### config.mk
export PLATFORM = sky130hd
export DESIGN_NAME = hazard3_regfile_mwnr
export DESIGN_NICKNAME = d
export VERILOG_FILES = /design/src/rtl/hazard3_regfile_mwnr_pkg.sv /design/src/rtl/hazard3_regfile_rport.sv /design/src/rtl/hazard3_regfile_mwnr.sv
export SDC_FILE = /design/constraint.sdc
export NUM_CORES = 1
export LEC_CHECK = 0
export CELL_PAD_IN_SITES_DETAIL_PLACEMENT = 1
export CELL_PAD_IN_SITES_GLOBAL_PLACEMENT = 2
export CORE_ASPECT_RATIO = 1.5
export CORE_MARGIN = 1.5
export CORE_UTILIZATION = 49
export DETAILED_ROUTE_END_ITERATION = 8
export PLACE_DENSITY_LB_ADDON = 0.1
export SYNTH_ARGS = -nofsm -noshare
export SYNTH_HDL_FRONTEND = slang
export SYNTH_HIERARCHICAL = 1
export SYNTH_SLANG_ARGS = --single-unit
### constraint.sdc
create_clock -name clk -period 5.73 [get_ports clk]
set_input_delay 1.146 -clock clk [delete_from_list [all_inputs] [get_ports clk]]
set_output_delay 1.146 -clock clk [all_outputs]
set_load 0.01 [all_outputs]
### src/rtl/hazard3_regfile_mwnr_pkg.sv
// Shared types, constants and predicates for the multi-write / multi-read register file.
// Optional same-cycle write-to-read bypass is selected with HAZARD3_REGFILE_BYPASS_EN.
package hazard3_regfile_mwnr_pkg;

  typedef enum logic {
    StClear = 1'b0,
    StRun   = 1'b1
  } state_e;

  localparam int unsigned MAX_RPORTS = 4;
  localparam int unsigned MAX_WPORTS = 2;

  // True when an address names a real, writable/readable register.
  function automatic logic addr_ok(input int unsigned addr, input int unsigned n_regs,
                                   input bit zero_reg0);
    return (addr < n_regs) && !(zero_reg0 && (addr == 0));
  endfunction

endpackage

### src/rtl/hazard3_regfile_rport.sv
// One registered read port: address masking, optional bypass, output register with hold.
// Bypass from this cycle's writes is compiled in with HAZARD3_REGFILE_BYPASS_EN.
module hazard3_regfile_rport
  import hazard3_regfile_mwnr_pkg::*;
#(
  parameter int unsigned N_REGS    = 32,
  parameter int unsigned W_DATA    = 32,
  parameter int unsigned N_WPORTS  = 1,
  parameter bit          ZERO_REG0 = 1'b1,
  parameter int unsigned W_ADDR    = 5
) (
  input  logic                         clk,
  input  logic                         rst,
  input  logic                         clear_busy,
  input  logic                         ren,
  input  logic [W_ADDR-1:0]            raddr,
  input  logic [W_DATA-1:0]            mem_data,
  input  logic [N_WPORTS-1:0]          wr_en,
  input  logic [N_WPORTS*W_ADDR-1:0]   waddr,
  input  logic [N_WPORTS*W_DATA-1:0]   wdata,
  output logic [W_DATA-1:0]            rdata
);

  logic [W_DATA-1:0] rdata_q, rdata_d, sel_data;

  always_comb begin
    sel_data = mem_data;
`ifdef HAZARD3_REGFILE_BYPASS_EN
    // wr_en already excludes dropped writes and clear cycles; later port wins.
    for (int w = 0; w < N_WPORTS; w++) begin
      if (wr_en[w] && (waddr[w*W_ADDR +: W_ADDR] == raddr)) begin
        sel_data = wdata[w*W_DATA +: W_DATA];
      end
    end
`endif
    rdata_d = addr_ok(32'(raddr), N_REGS, ZERO_REG0) ? sel_data : '0;
  end

`ifndef HAZARD3_REGFILE_BYPASS_EN
  logic unused_bypass;
  assign unused_bypass = ^{wr_en, waddr, wdata};
`endif

  always_ff @(posedge clk) begin
    if (rst || clear_busy) begin
      rdata_q <= '0;
    end else if (ren) begin
      rdata_q <= rdata_d;
    end
  end

  assign rdata = rdata_q;

endmodule

### src/rtl/hazard3_regfile_mwnr.sv
// Register file with N write / N read ports, post-reset clear sequencer and registered reads.
// Define HAZARD3_REGFILE_BYPASS_EN to forward same-cycle write data to colliding reads.
module hazard3_regfile_mwnr
  import hazard3_regfile_mwnr_pkg::*;
#(
  parameter int unsigned N_REGS         = 32,
  parameter int unsigned W_DATA         = 32,
  parameter int unsigned N_RPORTS       = 2,
  parameter int unsigned N_WPORTS       = 1,
  parameter bit          ZERO_REG0      = 1'b1,
  parameter bit          CLEAR_ON_RESET = 1'b1,
  localparam int unsigned W_ADDR        = $clog2(N_REGS)
) (
  input  logic                         clk,
  input  logic                         rst,
  input  logic [N_RPORTS-1:0]          ren,
  input  logic [N_RPORTS*W_ADDR-1:0]   raddr,
  output logic [N_RPORTS*W_DATA-1:0]   rdata,
  input  logic [N_WPORTS-1:0]          wen,
  input  logic [N_WPORTS*W_ADDR-1:0]   waddr,
  input  logic [N_WPORTS*W_DATA-1:0]   wdata,
  output logic                         clear_busy
);

  state_e            state_q, state_d;
  logic [W_ADDR-1:0] clr_idx_q, clr_idx_d;

  always_ff @(posedge clk) begin
    if (rst) begin
      state_q   <= CLEAR_ON_RESET ? StClear : StRun;
      clr_idx_q <= '0;
    end else begin
      state_q   <= state_d;
      clr_idx_q <= clr_idx_d;
    end
  end

  always_comb begin
    state_d   = state_q;
    clr_idx_d = clr_idx_q;
    unique case (state_q)
      StClear: begin
        clr_idx_d = clr_idx_q + W_ADDR'(1);
        if (clr_idx_q == W_ADDR'(N_REGS - 1)) begin
          state_d   = StRun;
          clr_idx_d = '0;
        end
      end
      StRun:   state_d = StRun;
      default: state_d = StRun;
    endcase
  end

  always_comb begin
    clear_busy = (state_q == StClear);
  end

  // Effective write strobes: dropped writes and clear cycles never reach mem or bypass.
  logic [N_WPORTS-1:0] wr_en;

  always_comb begin
    wr_en = '0;
    for (int w = 0; w < N_WPORTS; w++) begin
      wr_en[w] = wen[w] && !clear_busy &&
                 addr_ok(32'(waddr[w*W_ADDR +: W_ADDR]), N_REGS, ZERO_REG0);
    end
  end

  logic [W_DATA-1:0] mem [N_REGS];

  // Later loop iterations override earlier ones, so the highest write port wins.
  always_ff @(posedge clk) begin
    if (clear_busy) begin
      mem[clr_idx_q] <= '0;
    end
    for (int w = 0; w < N_WPORTS; w++) begin
      if (wr_en[w]) begin
        mem[waddr[w*W_ADDR +: W_ADDR]] <= wdata[w*W_DATA +: W_DATA];
      end
    end
  end

  for (genvar p = 0; p < N_RPORTS; p++) begin : g_rport
    logic [W_ADDR-1:0] ra;
    logic [W_DATA-1:0] mem_rd;

    assign ra     = raddr[p*W_ADDR +: W_ADDR];
    assign mem_rd = (32'(ra) < N_REGS) ? mem[ra] : '0;

    hazard3_regfile_rport #(
      .N_REGS    (N_REGS),
      .W_DATA    (W_DATA),
      .N_WPORTS  (N_WPORTS),
      .ZERO_REG0 (ZERO_REG0),
      .W_ADDR    (W_ADDR)
    ) u_rport (
      .clk        (clk),
      .rst        (rst),
      .clear_busy (clear_busy),
      .ren        (ren[p]),
      .raddr      (ra),
      .mem_data   (mem_rd),
      .wr_en      (wr_en),
      .waddr      (waddr),
      .wdata      (wdata),
      .rdata      (rdata[p*W_DATA +: W_DATA])
    );
  end

endmodule

==> results.tsv <==
stage	metric	value	unit
sta	final setup fails	0	
floorplan	Core Rows	145	
floorplan	core area	104000	um^2
routing	DRT iter0 DRCs	3136	
clocking	CTS Sinks	1094	
synth	area of the mapped netlist	51200	um^2
routing	ANT nets after route	0	
synth	post-synth top area cell	edfxtp_1	
routing	Via-to-Cell Ratio	6.60	
floorplan	die area	106000	um^2
routing	vias after detailed routing	34300	
routing	DR WL/cell	34.3	um
sta	post-route minimum period	3.86	ns
final_layout	commonest non-fill, non-tap cell in the layout	mux2i_1	
sta	skew final	0.0213	ns
global_routing	vias in the first global route	36400	
synth	post-synthesis sequential area ratio	62.8	%
sta	setup TNS	0	ns
synth	Yosys warnings	6	
placed_design	DP HPWL	108000	um
global_routing	grt total ovfl	0	
synth	top cells by area, synth	edfxtp_1, mux2i_1, a22o_1	
synth	post-synth top area share	60.1	%
clocking	root buf cell	clkbuf_16	
placed_design	placed insts	5004	
clocking	number of gates resized after CTS	0	
sta	final period utilization	67.4	%
worst_setup_path	CP arrival	4.24	ns
job	max cap viols	0	
sta	Slew HR	10.8	%
sta	f_max	259	MHz
outcome	status	finished, final reports clean	
clocking	clock-pin slew of the registers on the worst-case setup and hold paths	0.06	ns
floorplan	Die Ht	399	um
routing	Residual DRC	0	
floorplan	Ports	117	
clocking	Setup Buffers After CTS	0	
global_routing	GRT Total Usage	33.4	%
synth	syn nets	3686	
worst_setup_path	CP endpoint kind	flip-flop	
worst_setup_path	WP data required	6.11	ns
sta	slew at the pin closest to its max-slew limit	1.34	ns
final_layout	fill count	9862	
sta	fin worst setup slack	1.87	ns
floorplan	die width	267	um
worst_setup_path	crit path kind	in -> reg	
sta	RSZ-0062 raised after global routing	false	
pwr	pwr dens	301	nW/um^2
clocking	Num CTS Buffers	103	
synth	synthesized instance count	3632	
pwr	Max VDD drop	0.288	mV
worst_setup_path	crit start category	input port	
routing	DRT Pass-1 Iters	6	
final_layout	P&R area growth vs syn	13.1	%
worst_setup_path	CP max FO	19	
sta	Slew Limit Fails	0	
clocking	TritonCTS clock tree	done	
final_layout	most frequent cells in the layout	mux2i_1, edfxtp_1, nand2_1	
placed_design	input/output buffers	116	
routing	Routed WL	178000	um
clocking	worst-skew pair later-pin latency	0.71	ns
synth	Distinct cells, synth	34	
global_routing	antenna violations before repair	8	
final_layout	Final Non-Filler Cells	5202	
pwr	Leak	22.5	nW
placed_design	pre-CTS setup slack	1.23	ns
final_layout	final net count	3767	
clocking	# hold bufs at CTS	0	
synth	Synth Register Bits	1094	
global_routing	first-pass GRT wire length	255000	um
synth	post-synthesis average cell area	14.1	um^2
hold_path	Hold Path Class	reg -> reg	
clocking	clock buffer depth	3	
placed_design	gpl congestion	0.886	
sta	Final Hold Viols	0	
floorplan	Starting Density	49.3	%
clocking	H-tree depth	3	
final_layout	share of cells above drive strength 1	9.23	%
sta	WHS	0.479	ns
global_routing	largest net degree at the start of global routing	89	
==> critical path: stages <==
cell	delay, ns
clkdlybuf4s50_1	0.53
or2_2	0.40
o21ai_4	0.22
inv_2	0.09
nor2_1	0.20
a21oi_1	0.32
nor2_4	0.89
buf_4	0.42
==> where the power goes <==
| group | switching (mW) | leakage [nW] | total, mW | internal, mW |
|---|---|---|---|---|
| Clock | 3.08 | 1.72 | 7.28 | 4.21 |
| Combinational | 0.900 | 9.67 | 1.39 | 0.494 |
| Sequential | 0.0375 | 11.1 | 8.73 | 8.69 |
| Total | 4.02 | 22.5 | 17.4 | 13.4 |
==> final cells by class <==
cell class / instances / area, um^2 / area share (%)
diodes: 4 / 10.0 / 0.0173
well taps: 1396 / 1750 / 3.02
multi-input cells: 2261 / 17900 / 30.9
repair buffers: 247 / 2500 / 4.33
inverters: 6 / 22.5 / 0.0389
clock buffers: 158 / 3050 / 5.27
flip-flops and latches: 1094 / 32200 / 55.5
clock inverters: 36 / 508 / 0.877
==> path summary, 6_finish.rpt <==
| check | startpoint | cells past startpoint | to | slack [ns] |
|---|---|---|---|---|
| max reg2reg | state_q$_SDFF_PP0_ | 5 | mem[14][19]$_DFFE_PP_ | 2.20 |
| min | g_rport[0].u_rport/rdata[22]$_SDFFE_PP0P_ | 1 | g_rport[0].u_rport/rdata[22]$_SDFFE_PP0P_ | 0.48 |
| min reg2reg | g_rport[0].u_rport/rdata[22]$_SDFFE_PP0P_ | 1 | g_rport[0].u_rport/rdata[22]$_SDFFE_PP0P_ | 0.48 |
| max | waddr[4] | 8 | mem[14][19]$_DFFE_PP_ | 1.87 |
==> cells by family (layout without fill, tap and decap cells) <==
kind of cell	count (synthesis)	count (layout)	synth area share, %
multiplexers	1027	1027	20.1
AND/OR/NAND/NOR	569	569	5.13
flip-flops	1094	1094	62.8
buffers and inverters	277	447	2.79
other	0	4	0
AO/OA/AOI/OAI	663	663	9.13
adder cells (fa/ha/maj)	2	2	0.0489
==> layer usage <==
layer / global-route usage (%) / share of wire, % / up-vias
met1: 44.1 / 41 / 18000
met3: 5.26 / 7.1 / 356
met2: 54.5 / 48 / 1458
met5: 0 / 0.016 / -
met4: 14.9 / 4.5 / 4
li1: - / - / 14500
==> synthesized netlist by cell type <==
master	n
a21oi_1	197
a22o_1	193
a22oi_1	193
a31oi_1	65
a32oi_1	2
and2_1	35
and3_1	2
buf_1	28
buf_2	69
buf_4	67
buf_6	7
clkbuf_1	100
dfxtp_1	70
edfxtp_1	1024
ha_1	2
inv_1	5
inv_2	1
mux2i_1	1027
nand2_1	200
nand2b_1	6
nand3_1	196
nor2_1	43
nor2_2	7
nor2b_1	4
nor3_1	69
o21ai_0	6
o21ai_4	1
o311a_4	2
o31a_1	1
o32ai_1	3
or2_1	1
or2_2	3
or3_1	2
or3_4	1
==> flip-flops by register name (all words and copies together), names as in the netlist <==
register and cells:
clr_idx_q 5, g_rport.u_rport/rdata 64, mem 1024, state_q 1
==> through the flow <==
stage	power, mW	util [%]	cell area (um^2)
2_1_floorplan	9.75	-	51200
3_3_place_gp	10.2	52.4	54300
3_5_place_dp	10.3	52.4	54300
4_1_cts	17.4	55.8	57900
5_1_grt	17.8	55.8	57900
6_report	17.4	55.8	57900
(Power assumes the default switching activity.)
